--- config.mk ---
export PLATFORM = sky130hd
export DESIGN_NAME = pattern_scan_ctrl
export DESIGN_NICKNAME = d
export VERILOG_FILES = /design/src/rtl/pattern_scan_ctrl.sv
export SDC_FILE = /design/constraint.sdc
export NUM_CORES = 1
export LEC_CHECK = 0
export ABC_CLOCK_PERIOD_IN_PS = 4800
export CAP_MARGIN = 20
export CORE_MARGIN = 2
export CORE_UTILIZATION = 45
export CTS_CLUSTER_DIAMETER = 120
export DETAILED_ROUTE_END_ITERATION = 10
export DONT_BUFFER_PORTS = 1
export GPL_TIMING_DRIVEN = 0
export SETUP_SLACK_MARGIN = 0.1
export SLEW_MARGIN = 10
export SYNTH_ARGS = -nofsm -noshare
export SYNTH_HDL_FRONTEND = slang
export SYNTH_SLANG_ARGS = --single-unit
--- constraint.sdc ---
create_clock -name clk -period 4.8 [get_ports clk]
set_input_delay 0.96 -clock clk [delete_from_list [all_inputs] [get_ports clk]]
set_output_delay 0.96 -clock clk [all_outputs]
set_load 0.01 [all_outputs]
--- src/rtl/pattern_scan_ctrl.sv ---
// pattern_scan_ctrl: accepts a parallel word plus detector configuration,
// scans the word MSB-first through a bit-history pattern detector one bit
// per clock, then presents the hit count and the index of the first hit.
// Optional feature macro: PATTERN_SCAN_MATCH_OUT_EN adds a registered
// match_pulse output that is high for one cycle after each matching shift.
module pattern_scan_ctrl #(
  parameter int DATA_W = 16,
  parameter int PAT_W  = 4,
  parameter int CNT_W  = 5
) (
  input  logic              clk,
  input  logic              reset,
  input  logic              in_valid,
  output logic              in_ready,
  input  logic [DATA_W-1:0] in_data,
  input  logic [PAT_W-1:0]  cfg_pattern,
  input  logic [3:0]        cfg_len,
  input  logic              cfg_overlap,
  output logic              res_valid,
  input  logic              res_ready,
  output logic [CNT_W-1:0]  res_count,
  output logic [CNT_W-1:0]  res_first,
  output logic              res_hit,
`ifdef PATTERN_SCAN_MATCH_OUT_EN
  output logic              match_pulse,
`endif
  output logic              busy
);

  typedef enum logic [1:0] {
    IDLE  = 2'd0,
    SHIFT = 2'd1,
    DONE  = 2'd2
  } state_t;

  localparam logic [3:0]       LEN_MAX  = 4'(PAT_W);
  localparam logic [CNT_W-1:0] LAST_IDX = CNT_W'(DATA_W - 1);

  state_t             state_q, state_d;
  logic [DATA_W-1:0]  data_q, data_d;      // word, shifted left so the next bit is always the MSB
  logic [PAT_W-1:0]   pat_q, pat_d;
  logic [3:0]         len_q, len_d;        // already clamped to 1..PAT_W
  logic               ovl_q, ovl_d;
  logic [PAT_W-1:0]   hist_q, hist_d;      // bit 0 = most recent bit
  logic [3:0]         fill_q, fill_d;      // valid bits in history, saturates at PAT_W
  logic [CNT_W-1:0]   idx_q, idx_d;
  logic [CNT_W-1:0]   count_q, count_d;
  logic [CNT_W-1:0]   first_q, first_d;

  logic [PAT_W-1:0]   len_mask;
  logic [PAT_W-1:0]   hist_shift;
  logic [3:0]         fill_inc;
  logic               match;
  logic [3:0]         len_clamped;

  // Mask selecting the low len_q bits of history/pattern for comparison.
  genvar gi;
  generate
    for (gi = 0; gi < PAT_W; gi++) begin : g_mask
      assign len_mask[gi] = (4'(gi) < len_q);
    end
  endgenerate

  assign hist_shift  = {hist_q[PAT_W-2:0], data_q[DATA_W-1]};
  assign fill_inc    = (fill_q == LEN_MAX) ? fill_q : fill_q + 4'd1;
  assign match       = (fill_inc >= len_q) && (((hist_shift ^ pat_q) & len_mask) == '0);
  assign len_clamped = ((cfg_len == 4'd0) || (cfg_len > LEN_MAX)) ? LEN_MAX : cfg_len;

  // Next-state and datapath update for the accept / shift / deliver sequence.
  always_comb begin
    state_d = state_q;
    data_d  = data_q;
    pat_d   = pat_q;
    len_d   = len_q;
    ovl_d   = ovl_q;
    hist_d  = hist_q;
    fill_d  = fill_q;
    idx_d   = idx_q;
    count_d = count_q;
    first_d = first_q;
    case (state_q)
      IDLE: begin
        if (in_valid) begin
          data_d  = in_data;
          pat_d   = cfg_pattern;
          len_d   = len_clamped;
          ovl_d   = cfg_overlap;
          fill_d  = 4'd0;
          idx_d   = '0;
          count_d = '0;
          first_d = '0;
          state_d = SHIFT;
        end
      end
      SHIFT: begin
        data_d = data_q << 1;
        hist_d = hist_shift;
        fill_d = fill_inc;
        idx_d  = idx_q + CNT_W'(1);
        if (match) begin
          count_d = count_q + CNT_W'(1);
          if (count_q == '0) first_d = idx_q;
          if (!ovl_q) fill_d = 4'd0;
        end
        if (idx_q == LAST_IDX) state_d = DONE;
      end
      DONE: begin
        if (res_ready) state_d = IDLE;
      end
      default: state_d = IDLE;
    endcase
  end

  // State and datapath registers with synchronous active-low reset.
  always_ff @(posedge clk) begin
    if (!reset) begin
      state_q <= IDLE;
      data_q  <= '0;
      pat_q   <= '0;
      len_q   <= LEN_MAX;
      ovl_q   <= 1'b0;
      hist_q  <= '0;
      fill_q  <= 4'd0;
      idx_q   <= '0;
      count_q <= '0;
      first_q <= '0;
    end else begin
      state_q <= state_d;
      data_q  <= data_d;
      pat_q   <= pat_d;
      len_q   <= len_d;
      ovl_q   <= ovl_d;
      hist_q  <= hist_d;
      fill_q  <= fill_d;
      idx_q   <= idx_d;
      count_q <= count_d;
      first_q <= first_d;
    end
  end

`ifdef PATTERN_SCAN_MATCH_OUT_EN
  logic match_q;

  // One-cycle pulse following every shift edge that found a match.
  always_ff @(posedge clk) begin
    if (!reset) match_q <= 1'b0;
    else        match_q <= (state_q == SHIFT) && match;
  end

  assign match_pulse = match_q;
`endif

  assign in_ready  = (state_q == IDLE);
  assign res_valid = (state_q == DONE);
  assign busy      = (state_q != IDLE);
  assign res_count = count_q;
  assign res_first = first_q;
  assign res_hit   = (count_q != '0);

endmodule

==> results of run 1 <==
-- per-stage QoR --
| stage | hold slack (ns) | area, µm² |
|---|---|---|
| 2_1_floorplan | 0.444 | 2310 |
| 3_3_place_gp | 0.456 | 2400 |
| 3_5_place_dp | 0.462 | 2400 |
| 4_1_cts | 0.474 | 2500 |
| 5_1_grt | 0.491 | 2500 |
| 6_report | 0.470 | 2500 |
-- worst paths after layout --
path	cells past startpoint	slack (ns)	endpoint	from
min reg2reg	2	0.47	pat_q[1]	pat_q[1]
max reg2reg	10	2.10	res_first[0]	fill_q[0]
min	2	0.47	pat_q[1]	pat_q[1]
max	10	2.10	res_first[0]	fill_q[0]
-- cells by family (layout without fill, tap and decap cells) --
| family | after synthesis | in the layout | synth area share |
|---|---|---|---|
| buf+inv | 31 | 39 | 0.0504 |
| xor+xnor | 7 | 7 | 0.0265 |
| flops | 49 | 49 | 0.424 |
| fa+ha+maj | 10 | 10 | 0.0541 |
| simple gates | 110 | 110 | 0.231 |
| compound gates | 69 | 69 | 0.214 |
-- power groups by stage --
| stage | registers, mW | logic [mW] | clock network (mW) |
|---|---|---|---|
| 2_1_floorplan | 0.445 | 0.0818 | 0 |
| 3_3_place_gp | 0.449 | 0.104 | 0 |
| 3_5_place_dp | 0.449 | 0.106 | 0 |
| 4_1_cts | 0.439 | 0.106 | 0.273 |
| 5_1_grt | 0.442 | 0.119 | 0.292 |
| 6_report | 0.439 | 0.105 | 0.266 |
-- metal layers --
| layer | GRT usage | vias to the layer above | wire length (µm) |
|---|---|---|---|
| met2 | 0.322 | 41 | 2420 |
| met5 | 0 | - | 0 |
| met4 | 0.0643 | 0 | 48 |
| met1 | 0.273 | 902 | 2450 |
| li1 | - | 995 | - |
| met3 | 0.0489 | 7 | 348 |
-- worst min-delay path, delay by kind of cell (launching register included) --
kind               cells  cell delay [ns]
DFF                    1             0.32
and+or+nand+nor        1             0.05
AOI/OAI and AO/OA      1             0.05
-- Yosys cell counts --
library cell               number  share of area
sky130_fd_sc_hd__a21oi_1       25          0.054
sky130_fd_sc_hd__a31oi_1        2         0.0054
sky130_fd_sc_hd__clkbuf_1      16          0.026
sky130_fd_sc_hd__a22o_1         5          0.019
sky130_fd_sc_hd__nor2b_1        9          0.024
sky130_fd_sc_hd__o32ai_1        2         0.0076
sky130_fd_sc_hd__o31ai_1        1         0.0032
sky130_fd_sc_hd__nand3b_1       2         0.0065
sky130_fd_sc_hd__nand3_1       12          0.026
sky130_fd_sc_hd__a211o_1        1         0.0038
sky130_fd_sc_hd__ha_1          10          0.054
sky130_fd_sc_hd__nand4_2        1         0.0054
sky130_fd_sc_hd__xor2_1         6          0.023
sky130_fd_sc_hd__nor3b_1        2         0.0065
sky130_fd_sc_hd__dfxtp_1       49           0.42
sky130_fd_sc_hd__or4_1          1         0.0032
sky130_fd_sc_hd__nand2b_1       5          0.014
sky130_fd_sc_hd__o22ai_1        1         0.0027
sky130_fd_sc_hd__nor4_2         1         0.0054
sky130_fd_sc_hd__o21ai_0        5          0.011
sky130_fd_sc_hd__nand2_1       36          0.058
sky130_fd_sc_hd__and2_1         1         0.0027
sky130_fd_sc_hd__or4b_2         1         0.0043
sky130_fd_sc_hd__nand4_1        3         0.0081
sky130_fd_sc_hd__buf_1          1         0.0016
sky130_fd_sc_hd__a2111o_1       1         0.0049
sky130_fd_sc_hd__and4_1         1         0.0038
sky130_fd_sc_hd__a311oi_1       7          0.027
sky130_fd_sc_hd__nor2_1        29          0.047
sky130_fd_sc_hd__xnor2_1        1         0.0038
sky130_fd_sc_hd__inv_1         14          0.023
sky130_fd_sc_hd__o211ai_1       6          0.019
sky130_fd_sc_hd__a22oi_1        3         0.0097
sky130_fd_sc_hd__o221a_2        8          0.039
sky130_fd_sc_hd__a21o_1         1         0.0032
sky130_fd_sc_hd__or2_2          3         0.0081
sky130_fd_sc_hd__nor3_1         2         0.0043
sky130_fd_sc_hd__a222oi_1       1         0.0043
sky130_fd_sc_hd__and3_1         1         0.0027
-- state kept, by name, indices dropped and copies added (netlist names) --
| name | flops |
|---|---|
| res_first | 5 |
| res_count | 5 |
| hist_q | 3 |
| idx_q | 5 |
| data_q | 16 |
| fill_q | 4 |
| state_q | 2 |
| len_q | 4 |
| pat_q | 4 |
| ovl_q | 1 |
-- cell usage in the layout, fill, tap and decap left out, types with 2 or more instances in the layout --
cell	netlist	routed
sky130_fd_sc_hd__nand3b_1	2	2
sky130_fd_sc_hd__dfxtp_1	49	49
sky130_fd_sc_hd__nand2b_1	5	5
sky130_fd_sc_hd__nand3_1	12	12
sky130_fd_sc_hd__o211ai_1	6	6
sky130_fd_sc_hd__nand2_1	36	36
sky130_fd_sc_hd__nor2b_1	9	9
sky130_fd_sc_hd__o221a_2	8	8
sky130_fd_sc_hd__o32ai_1	2	2
sky130_fd_sc_hd__a311oi_1	7	7
sky130_fd_sc_hd__ha_1	10	10
sky130_fd_sc_hd__nand4_1	3	3
sky130_fd_sc_hd__xor2_1	6	6
sky130_fd_sc_hd__or2_2	3	3
sky130_fd_sc_hd__nor3b_1	2	2
sky130_fd_sc_hd__nor2_1	29	29
sky130_fd_sc_hd__a22oi_1	3	3
sky130_fd_sc_hd__a31oi_1	2	2
sky130_fd_sc_hd__o21ai_0	5	5
sky130_fd_sc_hd__inv_1	14	14
sky130_fd_sc_hd__a21oi_1	25	25
sky130_fd_sc_hd__clkbuf_8	0	7
sky130_fd_sc_hd__nor3_1	2	2
sky130_fd_sc_hd__clkbuf_1	16	16
sky130_fd_sc_hd__a22o_1	5	5
-- layout make-up --
cell class / count / area, µm² / area share
buffer: 17 / 63.8 / 0.0255
clock buffer: 7 / 96.3 / 0.0385
clock inverter: 1 / 5.00 / 0.00200
inverter: 14 / 52.6 / 0.0210
multi-input combinational: 196 / 1210 / 0.485
sequential: 49 / 981 / 0.392
tap: 70 / 87.6 / 0.0350
==> results.yml, run 1 <==
sta:
  layout_setup_ws_ns: 2.10
  worst_slew_pin_slew_ns: 0.597
  final.period_utilization: 0.562
  totalNegativeSetupSlack_ns: 0
  slew_headroom: 0.599
  clock.fmax_mhz: 371
  setup_repair_after_global_routing_missed_its_margin: "false"
  final_slew_violations: 0
  final.setup_skew_ns: 0.00676
  final_hold_viol_count: 0
  fin_crit_ns: 2.70
  timing.final.setup_violations: 0
run:
  max_cap_viol_count: 0
placed_design:
  gp_congestion: 0.824
  io_buffer_count: 0
  place_hpwl_um: 3930
  place.detailed.instances: 346
  dp_worst_setup_slack_ns: 2.13
clocking:
  worst_setup_hold_path_clk_slew_ns: 0.09
  cts_hold_buffers: 0
  max_buffers_root_to_sink: 2
  cts_sinks: 49
  cts_repair_resize_count: 0
  tritoncts: "built"
  buffer_type_at_the_clock_tree_root: "sky130_fd_sc_hd__clkbuf_8"
  cts_htree_levels: 2
  clk_latency_worst_skew_pair_ns: 0.31
  post_cts_setup_repair_buffer_count: 0
  cts-buffers-inserted: 5
logic_synthesis:
  synthesis.yosys.warnings: 0
  syn_inst_count: 276
  synth-seq-area-share: 0.424
  syn-num-nets: 315
  synth_cell_types: 39
  synth_area_um2: 2310
  mean_area_per_synthesized_cell_um2: 8.37
  synth-seq-cells: 49
floorplan:
  die_area_um2: 5720
  placement_rows: 26
  die_x_um: 75.7
  die_height_um: 75.7
  num_io_pins: 43
  core-area_um2: 5040
  start_util: 0.458
finish:
  filler_cell_count: 502
  fin_nets: 322
  final_core_util: 0.496
  layout-area-overhead-vs-synth_pct: 8.18
  layout.cells.non_filler: 354
  layout-drive-gt1-share: 0.0775
  antennaDiodeCount: 0
critical_path:
  cp.required_ns: 5.05
  crit_family: "compound AO/OA/AOI/OAI gates"
  critPathArrivalTime_ns: 2.95
  worstSetupPathType: "reg -> reg"
  crit_top_cell: "sky130_fd_sc_hd__ha_1"
  critical_path.slowest_cell: "sky130_fd_sc_hd__a2111o_1"
  path_max_fanout: 5
  critPathCaptureType: "flip-flop"
  critical-path-max-stage-delay_ns: 0.43
  crit_path_cells: "inv_1 > ha_1 > nand3b_1 > xnor2_1 > ha_1 > nand2b_1 > a2111o_1 > and4_1 > a21oi_1 > a22o_1"
  worstSetupStartpointType: "flip-flop"
  cp_num_buf_inv: 1
run_status:
  status: "finished clean"
power_and_ir_drop:
  power.share.sequential: 0.542
  ir_worst_vdd_mv: 0.221
  comb_power_share: 0.129
  power.clock.fraction: 0.329
  internal_power_component_mw: 0.595
  overall_power_of_the_completed_layout_mw: 0.810
  sw_frac_of_total: 0.266
  power.leakage_nw: 0.967
  p_sw_mw: 0.215
  power.density_cell_area_nw_per_um2: 324
routing:
  detailedRoute.firstPassIterationCount: 4
  ant_nets: 0
  routed-via-count: 1945
  dr.first_iter.drc_count: 90
  drt_wl_total_um: 5270
  routed_wire_length_per_instance_um: 14.9
  drc: 0
  avgViaCountPerCell: 5.49
global_routing:
  gr-usage-all-layers: 0.203
  grt_first_pass_wirelength_um: 8710
  antenna_found_initial: 0
  first_global_vias: 1823
  grt_max_degree: 15
  grt.overflow.total: 0
min_path:
  holdCritPathClass: "reg -> reg"
Note: power is estimated with default switching activity, not from simulation.
==> run 2: changes to the inputs <==
ABC_CLOCK_PERIOD_IN_PS = 2750   (was 4800)
clock period = 2.75 ns   (was 4.8 ns; I/O delays follow)
==> run 2 against run 1 <==
Against the previous run: design area increased by 2.7%; final cell count grew 1.1%; flip-flop and latch count is the same; critical path type unchanged; largest cell class unchanged; clock power up 74%; maximum frequency grew 8.7%; utilization grew 1.3 points.
==> results.yml, run 2 (synthesis results as in run 1) <==
run_status:
  status: "finished clean"
finish:
  fin_nets: 326
  layout-area-overhead-vs-synth_pct: 11.1
  layout.cells.non_filler: 358
  largest_register_ffs: 16
  layout.cells.most_common_list: "sky130_fd_sc_hd__dfxtp_1, sky130_fd_sc_hd__nand2_1, sky130_fd_sc_hd__nor2_1"
  layout-drive-gt1-share: 0.101
  max_flop_register: "data_q"
  most_common_cell_after_layout_fill_and_taps_aside: "sky130_fd_sc_hd__dfxtp_1"
  final_core_util: 0.509
  antennaDiodeCount: 0
placed_design:
  place.detailed.instances: 346
  place_hpwl_um: 3930
  dp_worst_setup_slack_ns: 0.0776
  gp_congestion: 0.824
  io_buffer_count: 0
clocking:
  clk_latency_worst_skew_pair_ns: 0.30
  tritoncts: "built"
  cts_sinks: 49
  max_buffers_root_to_sink: 2
  cts_htree_levels: 2
  buffer_type_at_the_clock_tree_root: "sky130_fd_sc_hd__clkbuf_8"
  worst_setup_hold_path_clk_slew_ns: 0.09
  cts-buffers-inserted: 5
sta:
  clock.fmax_mhz: 403
  fin_crit_ns: 2.48
  final_hold_viol_count: 0
  final.setup_skew_ns: 0.00696
  setup_repair_after_global_routing_missed_its_margin: "false"
  final.period_utilization: 0.902
  final_slew_violations: 0
  slew_headroom: 0.640
  totalNegativeSetupSlack_ns: 0
  worst_slew_pin_slew_ns: 0.540
  layout_setup_ws_ns: 0.270
  timing.final.setup_violations: 0
global_routing:
  gr-usage-all-layers: 0.203
  antenna_found_initial: 0
  grt.overflow.total: 0
  grt_max_degree: 15
  grt_first_pass_wirelength_um: 8710
  first_global_vias: 1823
critical_path:
  critPathArrivalTime_ns: 2.73
  worstSetupPathType: "reg -> reg"
  worstSetupStartpointType: "flip-flop"
  cp.required_ns: 3.00
  setup.reg_to_reg.worst_slack_ns: 0.27
  critPathCaptureType: "flip-flop"
  path_max_fanout: 5
power_and_ir_drop:
  power.leakage_nw: 0.994
  internal_power_component_mw: 1.05
  power.density_cell_area_nw_per_um2: 557
  sw_frac_of_total: 0.268
  comb_power_share: 0.139
  power.clock.fraction: 0.325
  power.share.sequential: 0.537
  p_sw_mw: 0.383
  ir_worst_vdd_mv: 0.385
routing:
  drc: 0
  ant_nets: 0
  avgViaCountPerCell: 5.51
  routed_wire_length_per_instance_um: 15.0
  detailedRoute.firstPassIterationCount: 4
  drt_wl_total_um: 5370
  dr.first_iter.drc_count: 90
  routed-via-count: 1972
run:
  max_cap_viol_count: 0
floorplan:
  num_io_pins: 43
  die_area_um2: 5720
  die_x_um: 75.7
  start_util: 0.458
  die_height_um: 75.7
  placement_rows: 26
  core-area_um2: 5040
min_path:
  holdCritPathClass: "in -> reg"
[run 2: path summary, 6_finish.rpt]
| path | endpoint | from | cells past startpoint |
|---|---|---|---|
| setup / recovery | res_first[0] | fill_q[0] | 10 |
| hold / removal | pat_q[0] | cfg_pattern[0] | 2 |
| setup reg to reg | res_first[0] | fill_q[0] | 10 |
| hold reg to reg | pat_q[1] | pat_q[1] | 2 |
[run 2: power by group through the flow]
stage	sequential [mW]	clock [mW]	combinational (mW)
after floorplan	0.777	0	0.143
after detailed placement	0.784	0	0.185
after global routing	0.772	0.509	0.224
after global placement	0.783	0	0.182
final	0.768	0.464	0.198
after CTS	0.767	0.476	0.186
[run 2: metrics by stage]
step	hold slack, ns	cell area (µm²)	power (mW)
final	0.372	2570	1.43
after CTS	0.358	2500	1.43
after global placement	0.456	2400	0.965
after global routing	0.357	2570	1.51
after detailed placement	0.462	2400	0.968
after floorplan	0.444	2310	0.920
[run 2: area by class of cell]
class                           count  area (µm²)
Buffer                             17        63.8
Clock buffer                        7        96.3
Clock inverter                      1        5.00
Fill cell                         495        2470
Inverter                           14        52.6
Multi-Input combinational cell    196        1250
Sequential cell                    49         982
Tap cell                           70        87.6
Timing Repair Buffer                4        30.0
[run 2: what timing repair did]
| item | 4_1_cts | 5_1_grt |
|---|---|---|
| pin swaps | 0 | 1 |
| buffers inserted | 0 | 4 |
| hold buffers | 0 | 0 |
| gates resized for setup | 1 | 5 |
| setup endpoints to repair | 5 | 6 |
[run 2: worst max-delay path, cell delays in order, from the launching register on]
cell and delay, ns:
sky130_fd_sc_hd__dfxtp_2 0.38, sky130_fd_sc_hd__inv_1 0.07, sky130_fd_sc_hd__ha_1 0.23, sky130_fd_sc_hd__nand3b_1 0.13
sky130_fd_sc_hd__xnor2_2 0.14, sky130_fd_sc_hd__ha_1 0.25, sky130_fd_sc_hd__nand2b_1 0.14, sky130_fd_sc_hd__a2111o_1 0.45
sky130_fd_sc_hd__and4_1 0.25, sky130_fd_sc_hd__a21oi_4 0.22, sky130_fd_sc_hd__a22o_1 0.17
[run 2: routing by layer]
| metal | vias up | GRT usage | share of wire |
|---|---|---|---|
| met5 | - | 0 | 0 |
| met4 | 0 | 0.0643 | 0.015 |
| met3 | 10 | 0.0489 | 0.056 |
| met2 | 41 | 0.322 | 0.47 |
| met1 | 920 | 0.273 | 0.46 |
| li1 | 1001 | - | - |
==> edit, RTL diff (flow settings as in run 2) <==
Add an input register stage for `cfg_pattern`, `cfg_len` and `cfg_overlap`; this delays them by one clock. The other inputs are not delayed to match.
--- a/src/rtl/pattern_scan_ctrl.sv
+++ b/src/rtl/pattern_scan_ctrl.sv
@@ -37,4 +37,14 @@
   localparam logic [CNT_W-1:0] LAST_IDX = CNT_W'(DATA_W - 1);
 
+  logic [PAT_W-1:0] cfg_pattern_q;
+  logic [3:0] cfg_len_q;
+  logic cfg_overlap_q;
+
+  always_ff @(posedge clk) begin
+    cfg_pattern_q <= cfg_pattern;
+    cfg_len_q     <= cfg_len;
+    cfg_overlap_q <= cfg_overlap;
+  end
+
   state_t             state_q, state_d;
   logic [DATA_W-1:0]  data_q, data_d;      // word, shifted left so the next bit is always the MSB
@@ -65,5 +75,5 @@
   assign fill_inc    = (fill_q == LEN_MAX) ? fill_q : fill_q + 4'd1;
   assign match       = (fill_inc >= len_q) && (((hist_shift ^ pat_q) & len_mask) == '0);
-  assign len_clamped = ((cfg_len == 4'd0) || (cfg_len > LEN_MAX)) ? LEN_MAX : cfg_len;
+  assign len_clamped = ((cfg_len_q == 4'd0) || (cfg_len_q > LEN_MAX)) ? LEN_MAX : cfg_len_q;
 
   // Next-state and datapath update for the accept / shift / deliver sequence.
@@ -83,7 +93,7 @@
         if (in_valid) begin
           data_d  = in_data;
-          pat_d   = cfg_pattern;
+          pat_d   = cfg_pattern_q;
           len_d   = len_clamped;
-          ovl_d   = cfg_overlap;
+          ovl_d   = cfg_overlap_q;
           fill_d  = 4'd0;
           idx_d   = '0;
Check against the original RTL: not equivalent (a bounded check fails within 4 cycles, from zero or initial values and one cycle with reset low).
==> edit against run 2 <==
Final area is 12% higher. Synthesized area is 9.2% higher. Global-route usage decreased by 0.83 points. Routed wire length up 9.4%. Power increased by 36%. Non-clock buffer count is 2 lower. Via count is 6.4% higher. Sequential cell count is 9 higher. Setup slack lost 89 ps. Critical path type unchanged. Critical endpoint unchanged. Highest routed layer unchanged.
==> edit: results (changes against run 2) <==
| Metric | Value |
|---|---|
| Skew-Pair Late Insertion Delay | 340 ps (+40 ps) |
| Worst R2R Setup Slack | 180 ps (-90 ps) |
| Worst-path clk slew | 60 ps (-30 ps) |
| Reg2Reg Depth | 10 (unchanged) |
| Antenna violations before repair | 0 (unchanged) |
| Layout cells sized above 1 | 0.1085 (+0.007780) |
| VDD IR max | 0.0004035 V (+4.8%) |
| Num CTS Buffers | 9 (+4) |
| YS warnings | 0 (unchanged) |
| Clock skew | 7.656 ps (+0.6912 ps) |
| Number of global-route vias before repair | 1875 (+2.9%) |
| Via count of the routed design | 2098 (+6.4%) |
| H-tree lvl count | 3 (+1) |
| Slew margin rel. | 0.4564 (-0.1834) |
| Iteration-0 DRC count of the detailed router | 89 (-1.1%) |
| RR Startpoint | fill_q[0] |
| Post-synth top cells | dfxtp_1 (58), nand2_1 (36), a21oi_1 (16) |
| Root buffer cell | clkbuf_8 |
| Placement Cell Area | 2614 sq um (+9.0%) |
| First-pass GRT wire length | 9.225 mm (+5.9%) |
| Hold crit path type | input port to flip-flop |
| Hold EP | cfg_pattern_q[1] |
| Max FFs per register | 16 (unchanged) |
| Layout Nets | 330 (+1.2%) |
| Static Leak | 1.067 nW (+7.3%) |
| Largest net degree at the start of global routing | 11 (-4) |
| Status | complete, no violations |
| Cell count after synthesis | 276 (unchanged) |
| DR WL/cell | 16.00 um (+6.7%) |
| Clk buf depth | 2 (unchanged) |
| Largest register by flop count | data_q |
| Post-synth cell types | 45 (+15%) |
| Placed cells | 348 (+0.58%) |
| IO buf count | 0 (unchanged) |
| Diode count | 0 (unchanged) |
| Delay-heaviest family, CP | simple AND/OR/NAND/NOR gates |
| Post-Syn Nets | 315 (unchanged) |
| Max FO, Critical Path | 5 (unchanged) |
| WHS | 238.7 ps (-132.8 ps) |
| Post-detailed-routing wire length | 5.871 mm (+9.4%) |
| CP max stage cell | or4_4 |
| Reg-to-reg critical path endpoint | res_first[0] |
| Largest cells by area after synthesis | dfxtp_1 (46%), nand2_1 (5.4%), ha_1 (5.0%) |
| Async SR Flop Fraction | 0 (unchanged) |
| HP Start | cfg_pattern[1] |
| GRT Util Overall | 0.1943 (-0.008291) |
| WHS Path Cells | 0 (-2) |
| Sequential cell area fraction in the yosys report | 0.4601 (+0.03562) |
| Worst slack, placed | 101.1 ps (+23.56 ps) |
| Gpl congestion | 0.8044 (-2.4%) |
| CP max stage delay | 580 ps (+130 ps) |
| Worst Path Arrival | 2790 ps (+60 ps) |
| Dpl hpwl | 4.004 mm (+1.8%) |
## edit: changes by cell type in the layout (fill, tap and decap cells not counted), sizes merged, moves of 9 or more
cell,before,now
a21boi,0,12
nor2,29,11
o221ai,0,14
o22ai,1,13
a21oi,25,16
dfxtp,49,58
## edit: final cells by class
| type | count | area [sq um] |
|---|---|---|
| Clock buffer | 13 | 168.9 |
| Buffer | 15 | 56.30 |
| Sequential cell | 58 | 1166 |
| Multi-Input combinational cell | 191 | 1296 |
| Inverter | 12 | 45.04 |
| Tap cell | 72 | 90.09 |
| Fill cell | 537 | 2585 |
| Timing Repair Buffer | 4 | 30.03 |
| Clock inverter | 2 | 35.03 |
## edit: metal layers
metal,up-vias,track usage,routed length [um],part of all wire
li1,1055,-,-,-
met1,996,0.2496,2776,0.47
met2,41,0.3077,2773,0.47
met3,6,0.06705,260,0.044
met4,0,0.06207,61,0.010
met5,-,0,0,0
## edit: what timing repair did
item | 4_1_cts | 5_1_grt
hold buffers | 0 | 0
gates cloned | 0 | 0
buffers inserted | 0 | 4
gates resized for setup | 1 | 9
pin swaps | 0 | 10
endpoints found under the setup margin | 5 | 11
## edit: worst max-delay path by stage
| stage | start | endpoint | slack, ps | depth (start not counted) |
|---|---|---|---|---|
| global placement | fill_q[0] | res_first[0] | 120 | 10 |
| finish | fill_q[0] | res_first[0] | 180 | 10 |
| global route | fill_q[0] | res_first[4] | 90 | 11 |
| detailed placement | fill_q[0] | res_first[0] | 100 | 10 |
| CTS | fill_q[0] | res_first[0] | 160 | 10 |
| floorplan | fill_q[0] | res_first[0] | 410 | 10 |
## edit: worst register-to-register path, delay by kind of cell, from the launching register on
kind,cells,cell delay [ps]
simple gates,3,860
compound gates,3,530
fa+ha+maj,2,450
flops,1,360
xor+xnor,1,200
buf+inv,1,60
## edit: power by group
part,switching (mW),internal [mW]
combinational,0.129,0.0836
sequential,0.0327,0.883
clock,0.324,0.487
total,0.487,1.45
## edit: kinds of logic (layout without fill, tap and decap cells)
logic type / Yosys count / after routing / synth area share
xor gates and xnor gates: 7 / 7 / 0.02429
buffers and inverters: 27 / 46 / 0.04016
AOI/OAI and AO/OA: 92 / 92 / 0.2658
and+or+nand+nor: 80 / 80 / 0.1522
adders and majority gates: 10 / 10 / 0.04958
DFF: 58 / 58 / 0.4601
muxes: 2 / 2 / 0.007933
